`src/rtl/sifive_insight_tlb_probe_capture_if.sv`:
```
// Snooped TileLink B-channel beats in, timestamped trace records out, plus
// the capture enable and the drop/occupancy status seen by the trace sink.
interface sifive_insight_tlb_probe_capture_if #(
  parameter int DEPTH  = 4,
  parameter int TS_W   = 16,
  parameter int DROP_W = 8
);
  localparam int LW = $clog2(DEPTH) + 1;

  logic              enable;
  logic              b_ready;
  logic              b_valid;
  logic [2:0]        b_opcode;
  logic [1:0]        b_param;
  logic [3:0]        b_size;
  logic              b_source;
  logic [31:0]       b_address;
  logic              rec_valid;
  logic              rec_ready;
  logic [2:0]        rec_opcode;
  logic [1:0]        rec_param;
  logic [3:0]        rec_size;
  logic              rec_source;
  logic [31:0]       rec_address;
  logic [TS_W-1:0]   rec_timestamp;
  logic              rec_gap;
  logic [DROP_W-1:0] drop_count;
  logic [LW-1:0]     fifo_level;

  modport master (
    output enable, b_ready, b_valid, b_opcode, b_param, b_size, b_source, b_address, rec_ready,
    input  rec_valid, rec_opcode, rec_param, rec_size, rec_source, rec_address,
           rec_timestamp, rec_gap, drop_count, fifo_level
  );

  modport slave (
    input  enable, b_ready, b_valid, b_opcode, b_param, b_size, b_source, b_address, rec_ready,
    output rec_valid, rec_opcode, rec_param, rec_size, rec_source, rec_address,
           rec_timestamp, rec_gap, drop_count, fifo_level
  );
endinterface

```
`src/rtl/sifive_insight_tlb_probe_capture.sv`:
```
// Passive B-channel probe capture: timestamps each fired beat, buffers it in a
// small FIFO for the Insight trace sink and counts records lost to overflow.
module sifive_insight_tlb_probe_capture #(
  parameter int DEPTH  = 4,
  parameter int TS_W   = 16,
  parameter int DROP_W = 8
) (
  input logic clock,
  input logic reset,
  sifive_insight_tlb_probe_capture_if.slave bus
);
  localparam int AW = $clog2(DEPTH);
  localparam int LW = AW + 1;

  typedef struct packed {
    logic [2:0]      opcode;
    logic [1:0]      param;
    logic [3:0]      size;
    logic            source;
    logic [31:0]     address;
    logic [TS_W-1:0] timestamp;
    logic            gap;
  } rec_t;

  function automatic logic [DROP_W-1:0] satInc(input logic [DROP_W-1:0] v);
    return (&v) ? v : v + 1'b1;
  endfunction

  rec_t              mem [DEPTH];
  logic [AW-1:0]     wrPtr;
  logic [AW-1:0]     rdPtr;
  logic [LW-1:0]     level;
  logic [TS_W-1:0]   ts;
  logic [DROP_W-1:0] dropCount;
  logic              gapPending;
  logic              recValid;
  logic              cap;
  logic              pop;
  logic              push;
  logic              full;

  assign recValid = (level != '0);
  assign full     = (level == LW'(DEPTH));
  assign cap      = bus.enable & bus.b_valid & bus.b_ready;
  assign pop      = recValid & bus.rec_ready;
  // A full FIFO still takes a beat when the head leaves in the same cycle.
  assign push     = cap & (~full | pop);

  // Capture stage boundary: control state (reset applies here only)
  always_ff @(posedge clock) begin
    if (reset) begin
      wrPtr      <= '0;
      rdPtr      <= '0;
      level      <= '0;
      ts         <= '0;
      dropCount  <= '0;
      gapPending <= 1'b0;
    end else begin
      ts    <= ts + 1'b1;
      level <= level + LW'(push) - LW'(pop);
      if (push) wrPtr <= wrPtr + 1'b1;
      if (pop)  rdPtr <= rdPtr + 1'b1;
      if (push) begin
        gapPending <= 1'b0;
      end else if (cap) begin
        gapPending <= 1'b1;
        dropCount  <= satInc(dropCount);
      end
    end
  end

  // Record storage boundary: data only, qualified by push
  always_ff @(posedge clock) begin
    if (push) begin
      mem[wrPtr] <= '{opcode:    bus.b_opcode,
                      param:     bus.b_param,
                      size:      bus.b_size,
                      source:    bus.b_source,
                      address:   bus.b_address,
                      timestamp: ts,
                      gap:       gapPending};
    end
  end

  assign bus.rec_valid     = recValid;
  assign bus.rec_opcode    = mem[rdPtr].opcode;
  assign bus.rec_param     = mem[rdPtr].param;
  assign bus.rec_size      = mem[rdPtr].size;
  assign bus.rec_source    = mem[rdPtr].source;
  assign bus.rec_address   = mem[rdPtr].address;
  assign bus.rec_timestamp = mem[rdPtr].timestamp;
  assign bus.rec_gap       = mem[rdPtr].gap;
  assign bus.drop_count    = dropCount;
  assign bus.fifo_level    = level;
endmodule

```
`src/flat_wrapper.sv`:
```
// flat-port wrapper written by rule: the top's interface ports become plain ports
module sifive_insight_tlb_probe_capture_flat 
#(
  parameter int DEPTH  = 4,
  parameter int TS_W   = 16,
  parameter int DROP_W = 8
)
  (clock, reset, bus_enable, bus_b_ready, bus_b_valid, bus_b_opcode, bus_b_param, bus_b_size, bus_b_source, bus_b_address, bus_rec_ready, bus_rec_valid, bus_rec_opcode, bus_rec_param, bus_rec_size, bus_rec_source, bus_rec_address, bus_rec_timestamp, bus_rec_gap, bus_drop_count, bus_fifo_level);
  sifive_insight_tlb_probe_capture_if #(.DEPTH(DEPTH), .TS_W(TS_W), .DROP_W(DROP_W)) bus_i ();
  input logic clock;
  input logic reset;
  input wire logic [$bits(bus_i.enable)-1:0] bus_enable;
  input wire logic [$bits(bus_i.b_ready)-1:0] bus_b_ready;
  input wire logic [$bits(bus_i.b_valid)-1:0] bus_b_valid;
  input wire logic [$bits(bus_i.b_opcode)-1:0] bus_b_opcode;
  input wire logic [$bits(bus_i.b_param)-1:0] bus_b_param;
  input wire logic [$bits(bus_i.b_size)-1:0] bus_b_size;
  input wire logic [$bits(bus_i.b_source)-1:0] bus_b_source;
  input wire logic [$bits(bus_i.b_address)-1:0] bus_b_address;
  input wire logic [$bits(bus_i.rec_ready)-1:0] bus_rec_ready;
  output wire logic [$bits(bus_i.rec_valid)-1:0] bus_rec_valid;
  output wire logic [$bits(bus_i.rec_opcode)-1:0] bus_rec_opcode;
  output wire logic [$bits(bus_i.rec_param)-1:0] bus_rec_param;
  output wire logic [$bits(bus_i.rec_size)-1:0] bus_rec_size;
  output wire logic [$bits(bus_i.rec_source)-1:0] bus_rec_source;
  output wire logic [$bits(bus_i.rec_address)-1:0] bus_rec_address;
  output wire logic [$bits(bus_i.rec_timestamp)-1:0] bus_rec_timestamp;
  output wire logic [$bits(bus_i.rec_gap)-1:0] bus_rec_gap;
  output wire logic [$bits(bus_i.drop_count)-1:0] bus_drop_count;
  output wire logic [$bits(bus_i.fifo_level)-1:0] bus_fifo_level;
  assign bus_i.enable = bus_enable;
  assign bus_i.b_ready = bus_b_ready;
  assign bus_i.b_valid = bus_b_valid;
  assign bus_i.b_opcode = bus_b_opcode;
  assign bus_i.b_param = bus_b_param;
  assign bus_i.b_size = bus_b_size;
  assign bus_i.b_source = bus_b_source;
  assign bus_i.b_address = bus_b_address;
  assign bus_i.rec_ready = bus_rec_ready;
  assign bus_rec_valid = bus_i.rec_valid;
  assign bus_rec_opcode = bus_i.rec_opcode;
  assign bus_rec_param = bus_i.rec_param;
  assign bus_rec_size = bus_i.rec_size;
  assign bus_rec_source = bus_i.rec_source;
  assign bus_rec_address = bus_i.rec_address;
  assign bus_rec_timestamp = bus_i.rec_timestamp;
  assign bus_rec_gap = bus_i.rec_gap;
  assign bus_drop_count = bus_i.drop_count;
  assign bus_fifo_level = bus_i.fifo_level;
  sifive_insight_tlb_probe_capture #(.DEPTH(DEPTH), .TS_W(TS_W), .DROP_W(DROP_W)) u_core (.clock(clock), .reset(reset), .bus(bus_i));
endmodule
```
`config.mk`:
```
export PLATFORM = sky130hd
export DESIGN_NAME = sifive_insight_tlb_probe_capture_flat
export DESIGN_NICKNAME = d
export VERILOG_FILES = /design/src/rtl/sifive_insight_tlb_probe_capture_if.sv /design/src/rtl/sifive_insight_tlb_probe_capture.sv /design/src/flat_wrapper.sv
export SDC_FILE = /design/constraint.sdc
export NUM_CORES = 1
export LEC_CHECK = 0
export CORE_MARGIN = 3
export CORE_UTILIZATION = 50
export CTS_BUF_LIST = sky130_fd_sc_hd__clkbuf_16
export DETAILED_ROUTE_END_ITERATION = 8
export MAX_ROUTING_LAYER = met4
export PLACE_DENSITY = 0.8
export SYNTH_ARGS = -nofsm -noshare
export SYNTH_HDL_FRONTEND = slang
export SYNTH_SLANG_ARGS = --single-unit
```
`constraint.sdc`:
```
create_clock -name clock -period 2 [get_ports clock]
set_input_delay 0.4 -clock clock [delete_from_list [all_inputs] [get_ports clock]]
set_output_delay 0.4 -clock clock [all_outputs]
set_load 0.01 [all_outputs]
```
# Word level (Yosys, flattened, before mapping)

Memories as Yosys holds them, arrays and structs flattened. A register that Yosys moved wholly into a read port is not among the register bits.
Cells that the tools add are included.

Memory bits (read-only): 0
Input bits: 48
Bits in registers: 32
RAM bits: 236
Output and inout port bits: 71
Latch bits: 0
Memories kept: 1
Logic and storage cells: 30

Memories:

| name       | words | bits a word | read ports | clocked after Yosys merged registers in | write ports | line                                   | RTL |
|---|---|---|---|---|---|---|---|
| u_core.mem | 4     | 59          | 1          | 1                                       | 1           | sifive_insight_tlb_probe_capture.sv:29 | `rec_t mem [DEPTH];` |

Div/mod/pow operators: 0
Reduce and logical (&&, ||, !) cells: 4
$add $sub $neg: 6
Magnitude comparators: 0
Bitwise gates (word level): 8
Shifts and indexed selects: 0
Eq/ne operators: 1
Muxes and demuxes: 4
Multipliers: 0

Operators with widths:

| cell                  | count |
|---|---|
| $add 16x1->16 const B | 1 |
| $add 8x1->8 const B   | 1 |
| $reduce_and 8->1      | 1 |
| $add 2x1->2 const B   | 2 |
| $and 1x1->1           | 4 |
| $mux 2                | 2 |
| $add 3x1->3           | 1 |
| $eq 3x3->1 const B    | 1 |
| $not 1->1             | 3 |
| $reduce_and 3->1      | 1 |
| $reduce_bool 3->1     | 1 |
| $sub 3x1->3           | 1 |
| $mux 1                | 2 |
| $reduce_or 2->1       | 1 |
| $or 1x1->1            | 1 |

# Logic depth before layout (Yosys ltp)

Gate-level depths: netlist of run 1.

Depth after elaboration: 6
Mapped depth: 7
Depth with buffers taken out: 7

# Worst setup path after synthesis of run 1

Ideal clock, no wire load.

Path type: reg-to-output
From: reg with a tool-made name
To: out bus_rec_address[31]
Stages on the path, launching flop included: 5
Buffers on the path: 3
Data required time: 1.600 ns
Arrival time: 1.617 ns
Path slack: -0.017 ns
Cells stage by stage: dfxtp_1 clkbuf_1 buf_2 buf_2 mux4_2

RTL lines:

| element          | line               | RTL |
|---|---|---|
| end: declaration | flat_wrapper.sv:26 | `output wire logic [$bits(bus_i.rec_address)-1:0] bus_rec_address;` |

==> out/metrics.yaml, run 1 <==
area_growth_pct: 28.26
insertion_delay_ps: 520
drc_errors: 0
fin_crit_ps: 2345
final_common_cell: "edfxtp_1"
place_congestion: 0.8236
hpwl_mm: 12.25
intPower_mw: 10.98
p_switching_mw: 3.517
critPathMaxFanout: 5
cts_inserted_buffers: 26
finalClockSkew_ps: 13.07
grt_overflow: 0
io_pins: 119
synth-main-ff-cell: "edfxtp_1"
synth_cell_types: 42
antennaDiodeCount: 0
pre_cts_slack_ps: -409.9
slowest_delay_ps: 530
synth_warnings: 0
antenna_found_initial: 0
finalMaxSlewViolations: 0
synth.avg_cell_area_um2: 20.81
yosysSeqAreaShare: 0.7680
cts_root_buf: "clkbuf_16"
vias: 5323
grt_pass1_vias: 5631
powerDensity_mw_per_mm2: 1117
viasPerCell: 5.663
start_util: 0.5146
async_reset_ff_frac: 0
die_h_um: 148.2
worstMarginPinSlew_ps: 417.6
synth_edf_count: 236
path_cells: "buf_12 -> buf_16 -> buf_6 -> mux4_2 -> buf_6"
rsz0062_at_grt: "yes"
grt_max_degree: 48
p_clk_frac: 0.309
worstSetupPathType: "register to output pin"
combPwrFrac: 0.253
fin_cells: 940
drive_gt1_frac: 0.3274
die_w_um: 148.2
p_leak_nw: 4.319
holdCritPathClass: "register to register"
synth_seq_cells: 270
p_sw_frac: 0.2426
maxSlewHeadroom: 0.7177
gr-usage-all-layers: 0.1978
cts_sinks: 270
seqPwrFrac: 0.438
htree_levels: 1
cp_slowest_cell: "mux4_2"
final_net_count: 712
final_cell_mix: "236 x edfxtp_1, 60 x buf_6, 59 x mux4_2, 58 x clkdlybuf4s50_1, 29 x clkbuf_16"
cp-end-kind: "output pin"
dpl.cell_count: 875
clock.fmax_mhz: 426.5
synth_area_mm2: 0.01011
required_ps: 1600
worst_slack_ps: -344.9
postSynthCellCount: 486
rows: 51
port_buffers: 118
final_hold_viol_count: 0
ant_nets: 0
outcome: "complete, but fails checks"
wirelength_mm: 21.19
setup_violations: 59
crit_path_start_kind: "register"
grt_pass1_wl_mm: 32.44
ctsLongestPathBuffers: 3
die_area_mm2: 0.02197
core_area_mm2: 0.01965
violations: "setup timing"
tns_ps: -14920
clkSlewWorstSetupHoldPaths_ps: 60
wire_per_inst_um: 22.54
peakVddDrop_mv: 0.7105
syn_nets: 543
post-route-period-util: 1.172
cts_tree: "yes"
path_common_cell: "buf_6"
whs_ps: 514.7
num-fill-cells: 1242
drv_cap: 0
arrival_ps: 1940
drtIter0Drc: 380
dr.pass1.iters: 5
==> power by group through the flow <==
stage          clock [mW]  combinational (mW)  sequential (mW)
5_1_grt              4.78                3.87             6.36
2_1_floorplan           0                1.60             6.43
6_report             4.48                3.66             6.35
3_5_place_dp            0                3.03             6.46
4_1_cts              4.57                3.65             6.34
3_3_place_gp            0                2.99             6.45
==> logic make-up (layout without fill, tap and decap cells) <==
family          count (synthesis)  count (layout)  share of synthesized area
buf+inv                        29             218                    0.01324
xor+xnor                       18              18                    0.01559
fa+ha+maj                       9               9                    0.01188
mux                            61              61                     0.1334
simple gates                   80              80                    0.04454
flops                         270             270                     0.7680
compound gates                 19              19                    0.01336
==> cell usage after synthesis (all sizes together), types with 6 or more instances <==
cell type	instances	area, um2
a21oi	6	30.03
and3	7	48.80
buf	7	41.29
clkbuf	13	58.80
dfxtp	34	680.7
edfxtp	236	7087
ha	8	100.1
inv	9	33.78
mux4	59	1329
nand2	7	26.28
nand3	12	60.06
nand4	7	43.79
nor2	25	93.84
nor3	6	41.29
xnor2	11	96.34
xor2	7	61.31
==> state kept, by name, summed over array words and instances, names as in the netlist, named ones only <==
name                   flops
u_core.mem               236
u_core.bus.drop_count      8
u_core.ts                 16
u_core.bus.fifo_level      3
u_core.rdPtr               2
u_core.wrPtr               2
u_core.gapPending          1
==> metrics by stage <==
stage               power (mW)  utilization  cell area (um2)
detailed placement       9.494       0.6038            11870
floorplan                8.028            -            10120
finish                   14.49       0.6600            12970
global route             15.01       0.6600            12970
global placement         9.436       0.6038            11870
CTS                      14.56       0.6571            12910
==> what timing repair did <==
action | in CTS | in global routing
setup buffers | 13 | 2
hold endpoints to repair | 0 | 0
hold buffers | 0 | 0
gates cloned | 4 | 1
pin swaps | 0 | 1
setup endpoints to repair | 62 | 64
resized for setup | 297 | 23
==> path summary, 6_finish.rpt <==
path	start	end	slack, ps	cells past startpoint
hold reg to reg	u_core.bus.drop_count[7]$_SDFFE_PP0P_	u_core.bus.drop_count[7]$_SDFFE_PP0P_	510	1
setup reg to reg	u_core.bus.fifo_level[1]$_SDFF_PP0_	u_core.bus.fifo_level[1]$_SDFF_PP0_	100	6
setup / recovery	register	bus_rec_address[9]	-340	5
hold / removal	u_core.bus.drop_count[7]$_SDFFE_PP0P_	u_core.bus.drop_count[7]$_SDFFE_PP0P_	510	1
==> metal layers <==
layer	global-route usage	up-vias	wire, um
met5	-	-	0
met4	0.05774	0	597
met3	0.03413	49	1346
met2	0.3240	247	10710
met1	0.2600	2710	8538
li1	-	2317	-
==> layout make-up <==
class,count,area [um2],share of cell area
well taps,265,331.6,0.02556
clock buffers,28,700.7,0.05402
repair buffers,161,1804,0.1391
multi-input cells,187,2227,0.1717
inverters,9,33.78,0.002604
flip-flops and latches,270,7781,0.5999
clock inverters,20,92.59,0.007138
==> worst max-delay path, delay by kind of cell (launching register included) <==
family                 cells  cell delay, ps
buffers and inverters      4             530
DFF                        1             370
muxes                      1             530
Power figures use the tool's default switching activity.
==> inputs of run 2 (changes only) <==
--- a/config.mk
+++ b/config.mk
@@ -8,9 +8,10 @@
 export CORE_MARGIN = 3
 export CORE_UTILIZATION = 50
 export CTS_BUF_LIST = sky130_fd_sc_hd__clkbuf_16
+export CTS_CLUSTER_DIAMETER = 100
 export DETAILED_ROUTE_END_ITERATION = 8
 export MAX_ROUTING_LAYER = met4
-export PLACE_DENSITY = 0.8
+export PLACE_DENSITY = 0.7
 export SYNTH_ARGS = -nofsm -noshare
 export SYNTH_HDL_FRONTEND = slang
 export SYNTH_SLANG_ARGS = --single-unit
==> constraint.sdc (replaced) <==
create_clock -name clock -period 2.45 [get_ports clock]
set_input_delay 0.49 -clock clock [delete_from_list [all_inputs] [get_ports clock]]
set_output_delay 0.49 -clock clock [all_outputs]
set_load 0.01 [all_outputs]
==> out/metrics.yaml, run 2 (same netlist as run 1, synthesis figures left out) <==
peakVddDrop_mv: 0.5321  # -25%
core_area_mm2: 0.01965  # unchanged
gr-usage-all-layers: 0.1771  # -0.02068
holdCritPathClass: "register to register"
fin_total_pwr_mw: 11.37  # -22%
whs_ps: 524.2  # +9.505 ps
cts_root_buf: "clkbuf_16"
p_leak_nw: 4.197  # -2.8%
violations: "setup timing"
finalClockSkew_ps: 13.48  # +0.4134 ps
powerDensity_mw_per_mm2: 898.8  # -20%
ant_nets: 0  # unchanged
vias: 5091  # -4.4%
grt_pass1_vias: 5304  # -5.8%
die_h_um: 148.2  # unchanged
worstMarginPinSlew_ps: 397.0  # -20.55 ps
path_cells: "buf_12 -> buf_8 -> buf_6 -> mux4_2 -> buf_6"
insertion_delay_ps: 510  # about the same
critPathMaxFanout: 7  # +2
antennaDiodeCount: 0  # unchanged
htree_levels: 1  # unchanged
finalMaxSlewViolations: 0  # unchanged
grt_max_degree: 60  # +25%
outcome: "complete, but fails checks"
slowest_delay_ps: 530  # about the same
cts_inserted_buffers: 27  # +3.8%
viasPerCell: 5.457  # -3.6%
wirelength_mm: 18.54  # -12%
placed_area_mm2: 0.01181  # -0.47%
io_pins: 119  # unchanged
wire_per_inst_um: 19.87  # -12%
rsz0062_at_grt: "yes"
tns_ps: -8.227  # +14910 ps
grt_overflow: 0  # unchanged
port_buffers: 118  # unchanged
path_buf_inv: 4  # unchanged
utilization: 0.6437  # -0.01623
final_common_cell: "edfxtp_1"
max_flop_register: "u_core.mem"
dr.pass1.iters: 4  # -1
fin_cells: 933  # -0.74%
largest_reg_flops: 236  # unchanged
start_util: 0.5146  # unchanged
crit_path_start_kind: "register"
drv_cap: 0  # unchanged
fin_crit_ps: 2456
area_growth_pct: 25.10
antenna_found_initial: 0  # unchanged
die_w_um: 148.2  # unchanged
path_common_cell: "buf_6"
drtIter0Drc: 346  # -8.9%
hpwl_mm: 11.07  # -9.6%
clock.fmax_mhz: 407.2
dpl.cell_count: 868  # -0.80%
cts_tree: "yes"
cp_slowest_cell: "mux4_2"
design_area_mm2: 0.01265  # -2.5%
required_ps: 1960  # +360 ps
final_hold_viol_count: 0  # unchanged
die_area_mm2: 0.02197  # unchanged
clkSlewWorstSetupHoldPaths_ps: 60  # about the same
ctsLongestPathBuffers: 3  # unchanged
cp-end-kind: "output pin"
cp_top_family: "multiplexers"
setup_violations: 2  # -97%
pre_cts_slack_ps: 45.86  # +455.7 ps
grt_pass1_wl_mm: 29.42  # -9.3%
post-route-period-util: 1.002
rows: 51  # unchanged
arrival_ps: 1970  # +30 ps
cts_sinks: 270  # unchanged
drive_gt1_frac: 0.2829  # -0.04447
final_net_count: 705  # -0.98%
worst_slack_ps: -5.959  # +338.9 ps
place_congestion: 0.8311  # +0.91%
maxSlewHeadroom: 0.7345  # +0.01679
worstSetupPathType: "register to output pin"
drc_errors: 0  # unchanged
num-fill-cells: 1396  # +12%
final_cell_mix: "236 x edfxtp_1, 59 x mux4_2, 59 x clkdlybuf4s50_1, 32 x dfxtp_1"
==> run 2: changes by cell type in the layout (fill, tap and decap cells not counted), moves of 2 or more <==
| cell | change |
|---|---|
| buf_6 | -44 |
| buf_2 | +20 |
| clkdlybuf4s15_1 | +10 |
| clkbuf_2 | +8 |
| dfxtp_1 | +7 |
| dfxtp_2 | -7 |
| buf_12 | -3 |
| clkinv_2 | -3 |
| inv_1 | +3 |
| buf_4 | -2 |
| clkinv_1 | +2 |
| dlygate4sd2_1 | +2 |
==> run 2: worst register-to-register path, delay by kind of cell (launching register included) <==
| kind | cells | cell delay, ps |
|---|---|---|
| compound gates | 1 | 400 |
| xor+xnor | 1 | 160 |
| fa+ha+maj | 3 | 850 |
| simple gates | 1 | 50 |
| flops | 1 | 370 |
| buf+inv | 1 | 40 |
==> run 2: final timing paths <==
path | start | endpoint | slack [ps] | depth (start not counted)
setup / recovery | register | bus_rec_timestamp[1] | -6 | 5
hold / removal | u_core.gapPending$_SDFFE_PP0P_ | u_core.gapPending$_SDFFE_PP0P_ | 520 | 2
setup reg to reg | u_core.bus.fifo_level[1]$_SDFF_PP0_ | u_core.bus.fifo_level[2]$_SDFF_PP0_ | 460 | 7
hold reg to reg | u_core.gapPending$_SDFFE_PP0P_ | u_core.gapPending$_SDFFE_PP0P_ | 520 | 2
==> run 2: layout make-up <==
type,instances,area [um2],area share
Multi-Input combinational cell,187,2212,0.1748
Inverter,9,33.78,0.002670
Clock buffer,28,700.7,0.05538
Clock inverter,21,110.1,0.008703
Timing Repair Buffer,153,1491,0.1179
Tap cell,265,331.6,0.02621
Sequential cell,270,7772,0.6143
==> run 2: per-layer routing <==
metal	part of all wire	GRT usage
met2	0.49	0.2857
met1	0.42	0.2389
met4	0.018	0.04388
met5	0	-
met3	0.064	0.03352
==> run 2: power by group <==
part | total [mW] | internal, mW | switching, mW
clock network | 3.71 | 2.15 | 1.56
registers | 5.19 | 5.10 | 0.0949
logic | 2.47 | 1.45 | 1.02
==> run 2: what timing repair did <==
item	in CTS	in global routing
setup endpoints to repair	59	34
setup buffers	13	2
gates cloned	3	0
resized for setup	187	40
hold buffers	0	0
